==> src/rtl/fib_stream_buffer.sv <==
// Consumer side of the Fibonacci generator: requests terms under credit control,
// buffers them in a small FIFO and replays them on a valid/ready stream.
module fib_stream_buffer #(
  parameter int DATA_W = 16,
  parameter int DEPTH  = 8,
  parameter int LEN_W  = 8,
  localparam int PTR_W = $clog2(DEPTH),
  localparam int LVL_W = $clog2(DEPTH) + 1
) (
  input  logic              clock,
  input  logic              reset,
  input  logic              start,
  input  logic [LEN_W-1:0]  req_len,
  output logic              f_en,
  input  logic              f_valid,
  input  logic [DATA_W-1:0] f_out,
  output logic [DATA_W-1:0] m_data,
  output logic              m_valid,
  input  logic              m_ready,
  output logic              m_last,
  output logic              busy,
  output logic              done,
  output logic              wrap_err,
  output logic [LVL_W-1:0]  level
);

  // Stream handshake: an item transfers on every rising edge where m_valid and
  // m_ready are both high; m_valid/m_data never depend on m_ready.

  localparam int CW = LVL_W + 1;

  typedef enum logic [1:0] {
    IDLE  = 2'd0,
    RUN   = 2'd1,
    DRAIN = 2'd2
  } state_t;

  state_t             state_q, state_d;
  logic [LEN_W-1:0]   len_q, len_d;
  logic [LEN_W-1:0]   issued_q, issued_d;
  logic [LEN_W-1:0]   accepted_q, accepted_d;
  logic [DATA_W-1:0]  prev_term_q, prev_term_d;
  logic               wrap_err_q, wrap_err_d;
  logic               done_q, done_d;
  logic [PTR_W-1:0]   wr_ptr_q, wr_ptr_d;
  logic [PTR_W-1:0]   rd_ptr_q, rd_ptr_d;
  logic [LVL_W-1:0]   level_q, level_d;
  logic [DATA_W-1:0]  mem_q [DEPTH];

  logic               credit_ok;
  logic [CW-1:0]      credit_need;
  logic               f_en_int;
  logic               capture;
  logic               wrap_now;
  logic               push;
  logic               pop;

  // Credit reserves a slot for the term already in flight; pops are ignored.
  always_comb begin
    credit_need = {1'b0, level_q} + CW'(f_valid) + CW'(1);
    credit_ok   = (credit_need <= CW'(DEPTH));
    f_en_int    = (state_q == RUN) && (issued_q < len_q) && !wrap_err_q && credit_ok;
    capture     = (state_q == RUN) && f_valid;
    wrap_now    = capture && (f_out < prev_term_q);
    push        = capture && !wrap_now;
    pop         = (level_q != '0) && m_ready;
  end

  always_comb begin
    state_d     = state_q;
    len_d       = len_q;
    issued_d    = issued_q;
    accepted_d  = accepted_q;
    prev_term_d = prev_term_q;
    wrap_err_d  = wrap_err_q;
    done_d      = 1'b0;

    unique case (state_q)
      IDLE: begin
        if (start) begin
          if ((req_len == '0) || wrap_err_q) begin
            done_d = 1'b1;
          end else begin
            len_d      = req_len;
            issued_d   = '0;
            accepted_d = '0;
            state_d    = RUN;
          end
        end
      end
      RUN: begin
        if (f_en_int) begin
          issued_d = issued_q + LEN_W'(1);
        end
        if (push) begin
          accepted_d  = accepted_q + LEN_W'(1);
          prev_term_d = f_out;
        end
        // Leave RUN on the edge that captures the final term, so that term is
        // still at the FIFO head when DRAIN starts and can carry m_last.
        if (wrap_now) begin
          wrap_err_d = 1'b1;
          state_d    = DRAIN;
        end else if (accepted_d == len_q) begin
          state_d = DRAIN;
        end
      end
      DRAIN: begin
        if (level_q == '0) begin
          state_d = IDLE;
        end
      end
      default: begin
        state_d = IDLE;
      end
    endcase
  end

  always_comb begin
    wr_ptr_d = wr_ptr_q;
    rd_ptr_d = rd_ptr_q;
    level_d  = level_q;
    if (push) begin
      wr_ptr_d = wr_ptr_q + PTR_W'(1);
    end
    if (pop) begin
      rd_ptr_d = rd_ptr_q + PTR_W'(1);
    end
    unique case ({push, pop})
      2'b10:   level_d = level_q + LVL_W'(1);
      2'b01:   level_d = level_q - LVL_W'(1);
      default: level_d = level_q;
    endcase
  end

  always_ff @(posedge clock or posedge reset) begin
    if (reset) begin
      state_q     <= IDLE;
      len_q       <= '0;
      issued_q    <= '0;
      accepted_q  <= '0;
      prev_term_q <= '0;
      wrap_err_q  <= 1'b0;
      done_q      <= 1'b0;
      wr_ptr_q    <= '0;
      rd_ptr_q    <= '0;
      level_q     <= '0;
    end else begin
      state_q     <= state_d;
      len_q       <= len_d;
      issued_q    <= issued_d;
      accepted_q  <= accepted_d;
      prev_term_q <= prev_term_d;
      wrap_err_q  <= wrap_err_d;
      done_q      <= done_d;
      wr_ptr_q    <= wr_ptr_d;
      rd_ptr_q    <= rd_ptr_d;
      level_q     <= level_d;
    end
  end

  // Storage needs no reset: pointers and level define what is valid.
  always_ff @(posedge clock) begin
    if (push) begin
      mem_q[wr_ptr_q] <= f_out;
    end
  end

  push_when_full_a: assert property (@(posedge clock) disable iff (reset)
    !(push && (level_q == LVL_W'(DEPTH))));

  // A wrap ends the run in the same cycle, so the current head is the last item.
  always_comb begin
    m_valid  = (level_q != '0);
    m_data   = mem_q[rd_ptr_q];
    m_last   = m_valid && (level_q == LVL_W'(1)) && ((state_q == DRAIN) || wrap_now);
    busy     = (state_q != IDLE);
    done     = done_q || ((state_q == DRAIN) && (level_q == '0));
    wrap_err = wrap_err_q;
    level    = level_q;
    f_en     = f_en_int;
  end

endmodule

==> config.mk <==
export PLATFORM = sky130hd
export DESIGN_NAME = fib_stream_buffer
export DESIGN_NICKNAME = d
export VERILOG_FILES = /design/src/rtl/fib_stream_buffer.sv
export SDC_FILE = /design/constraint.sdc
export NUM_CORES = 1
export LEC_CHECK = 0
export ABC_AREA = 1
export BUFFER_PORTS_ARGS = -buffer_cell sky130_fd_sc_hd__buf_4
export CORE_UTILIZATION = 45
export CTS_BUF_LIST = sky130_fd_sc_hd__clkbuf_4 sky130_fd_sc_hd__clkbuf_8
export CTS_CLUSTER_SIZE = 10
export DETAILED_ROUTE_END_ITERATION = 16
export PLACE_DENSITY = 0.71
export SETUP_SLACK_MARGIN = 0.02
export SLEW_MARGIN = 10
export SYNTH_ARGS = -nofsm -noshare
export SYNTH_HDL_FRONTEND = slang
export SYNTH_SLANG_ARGS = --single-unit
==> constraint.sdc <==
create_clock -name clock -period 4.2 [get_ports clock]
set_input_delay 0.84 -clock clock [delete_from_list [all_inputs] [get_ports clock]]
set_output_delay 0.84 -clock clock [all_outputs]
set_load 0.01 [all_outputs]
==> out/results.txt <==
failing checks -> design-rule violations
critical path depth -> 6
CP peak stage delay -> 0.42 ns
H-tree lvl count -> 4
Filler cells -> 1614
min Tclk post-route -> 3.29 ns
CP Capture Type -> output pin
total gr overflow -> 0
CP max FO -> 15
Post-CTS Setup Bufs -> 0
Chip Height -> 139 um
synthesis-to-finish area growth -> 12.7%
post-route ant nets -> 0
vias -> 5906
num rows -> 49
Mapped Cells -> 813
Setup CP Type -> flop to output pin
DRT iter0 DRCs -> 371
Skew-Pair Late Insertion Delay -> 0.45 ns
cts bufs inserted -> 17
first-pass GRT wire length -> 28900 um
Rel. slew slack -> 37.8%
nets -> 938
Max Fclk -> 304 MHz
area of the die -> 0.0193 mm2
Fin Clk Skew -> 0.0126 ns
mapped cell area -> 0.00842 mm2
DIE WIDTH -> 139 um
Detailed Place HPWL -> 11600 um
Final Hold Vio Count -> 0
Core ar. -> 0.0181 mm2
I/O pin total -> 55
R2R depth -> 7
final worst setup slack -> 0.909 ns
PostCTS Resize Cnt -> 0
VDD IR max -> 0.000305 V
Syn Nets -> 874
DR top layer -> met4
Final setup viols -> 0
CP cell instances -> nor2_4, inv_1, nor2_4, nand3_1, a21oi_1, buf_4
pre-CTS WS -> 0.783 ns
RSZ-0062 raised after global routing -> false
clock sink total -> 182
DRC viols -> 6
CP Data Arrival Time -> 2.45 ns
vias in the first global route -> 5801
Starting Density -> 46.4%
PwrDens -> 484 mW/mm2
wl on met1 -> 7920 um
CTS tree -> done
Hold-fix buffers, CTS -> 0
Worst-Margin Slew -> 0.930 ns
Root Driver -> clkbuf_8
syn avg cell area -> 10.4 um2
slowest CP cell -> dfrtp_1
YS warnings -> 0
layout cells sized above 1 -> 15.3%
GPL Wtd Cong -> 0.826
total negative slack -> 0 ns
initial antenna violation count -> 0
area taken by flip-flops and latches -> 0.00520 mm2
met3 WL -> 831 um
critical path required time -> 3.36 ns
Top cell by count, worst path -> nor2_4
WL/cell -> 15.8 um
Cell variety after synth -> 38
met2 WL post-DR -> 8690 um
area occupied by multi-input gates -> 0.00279 mm2
status -> complete, but fails checks
DRT Pass-1 Iters -> 11
Startpoint Class -> flop
Global Route Usage Sum -> 19.3%
Synth Register Bits -> 182
Tightest Hold Check Type -> primary input to asynchronous set/reset pin
Final Max Tran Viols -> 0
crit path buf inv count -> 2
Pleak -> 0.00390 uW
clock-pin slew on the worst setup and hold paths -> 0.09 ns
Final period util -> 78.4%
largest delay contributor family on the critical path -> simple AND/OR/NAND/NOR gates
Port Buffer Count -> 54
total wire length -> 17700 um
DR vias/cell -> 5.28
largest net degree at the start of global routing -> 42
ant diodes -> 0
maxcap violations -> 0
register area share after synthesis -> 61.7%
CTS Buffer Depth -> 2
## flip-flops by register name, summed over array words and instances (netlist names)
register / cells
rd_ptr_q: 3
state_q: 2
issued_q: 8
accepted_q: 8
done_q: 1
level: 4
len_q: 8
wrap_err: 1
prev_term_q: 16
wr_ptr_q: 3
mem_q: 128
## metrics by stage
stage	instances	hold WS [ns]	instance area (um2)	total power, uW	util [%]
2_1_floorplan	813	0.453	8420	3020	-
3_3_place_gp	1087	0.468	9140	3560	50.4
3_5_place_dp	1087	0.476	9140	3590	50.4
4_1_cts	1119	0.367	9490	4630	52.3
5_1_grt	1119	0.383	9490	4870	52.3
6_report	1119	0.381	9490	4590	52.3
## worst paths after layout
check,from,endpoint,slack [ns]
min,reset,wr_ptr_q[2],0.38
max in group asynchronous,reset,accepted_q[2],3.01
min reg2reg,prev_term_q[0],prev_term_q[0],0.49
min in group clock,prev_term_q[0],prev_term_q[0],0.49
max reg2reg,state_q[1],mem_q[0][12],1.30
max,state_q[1],m_last,0.91
## cells in the final DEF, fill, tap and decap left out, drive strengths merged, types with 2 or more instances in the layout
master / netlist / routed
xor2: 14 / 14
inv: 76 / 80
nand2: 107 / 107
o21ai: 107 / 107
clkbuf: 24 / 22
or2: 2 / 2
dfrtp: 54 / 54
nor4: 4 / 4
ha: 32 / 32
a21oi: 18 / 18
o22ai: 19 / 19
nand4: 3 / 3
xnor2: 3 / 3
clkinv: 0 / 5
nand3: 45 / 45
nand3b: 2 / 2
nor2: 138 / 138
a31oi: 16 / 16
edfxtp: 128 / 128
buf: 9 / 78
nor3: 7 / 7
## worst reg2reg max path, cell delays in order, from the launching register on
cell and delay, ns:
dfrtp_1 0.42, nor2_4 0.34, inv_1 0.23, nor2_4 0.37
nand2_4 0.23, or2_2 0.39, nor2_1 0.37, buf_4 0.27
## Yosys cell counts (all sizes together)
cell type | count | share of area, %
xnor2 | 3 | 0.31
o21ai | 107 | 6.4
a22oi | 1 | 0.089
o21bai | 1 | 0.089
nor3 | 7 | 0.59
o22ai | 19 | 1.4
and3 | 1 | 0.074
nor2 | 138 | 6.3
dfrtp | 54 | 16
a31oi | 16 | 1.2
a21oi | 18 | 1.1
edfxtp | 128 | 46
a32oi | 1 | 0.10
nor4 | 4 | 0.30
or2 | 2 | 0.15
clkbuf | 24 | 1.1
nand2 | 107 | 5.1
inv | 76 | 3.4
xor2 | 14 | 1.5
o21a | 1 | 0.089
ha | 32 | 4.8
nand3 | 45 | 3.0
nand4 | 3 | 0.22
nand3b | 2 | 0.18
buf | 9 | 0.85
## logic make-up (layout without fill, tap and decap cells)
logic type	after synthesis	in the layout	share of synthesized area [%]
XOR/XNOR	17	17	1.86
flip-flops	182	182	61.7
buffers and inverters	109	186	5.31
adder cells (fa/ha/maj)	32	32	4.76
AO/OA/AOI/OAI	164	164	10.4
AND/OR/NAND/NOR	309	309	15.9
## routing by layer
layer / up-vias / track usage [%]
met3: 23 / 3.59
met1: 2842 / 25.5
met2: 129 / 32.1
met5: - / 0
li1: 2912 / -
met4: 0 / 6.20
## final cells by class
type	instances	area share, %
clock buffer	22	2.86
timing repair buffer	78	6.17
inverter	76	3.01
multi-input combinational	522	29.4
sequential	182	54.8
tap	229	3.02
clock inverter	10	0.804
## report_power, final
part	internal (uW)	total [uW]	leakage, uW	switching [uW]
Combinational	595	1520	0.00198	924
Clock	449	1050	0.000185	604
Sequential	1970	2020	0.00174	56.2
Total	3010	4590	0.00390	1580
No activity file was read; power rests on OpenSTA's default activity.
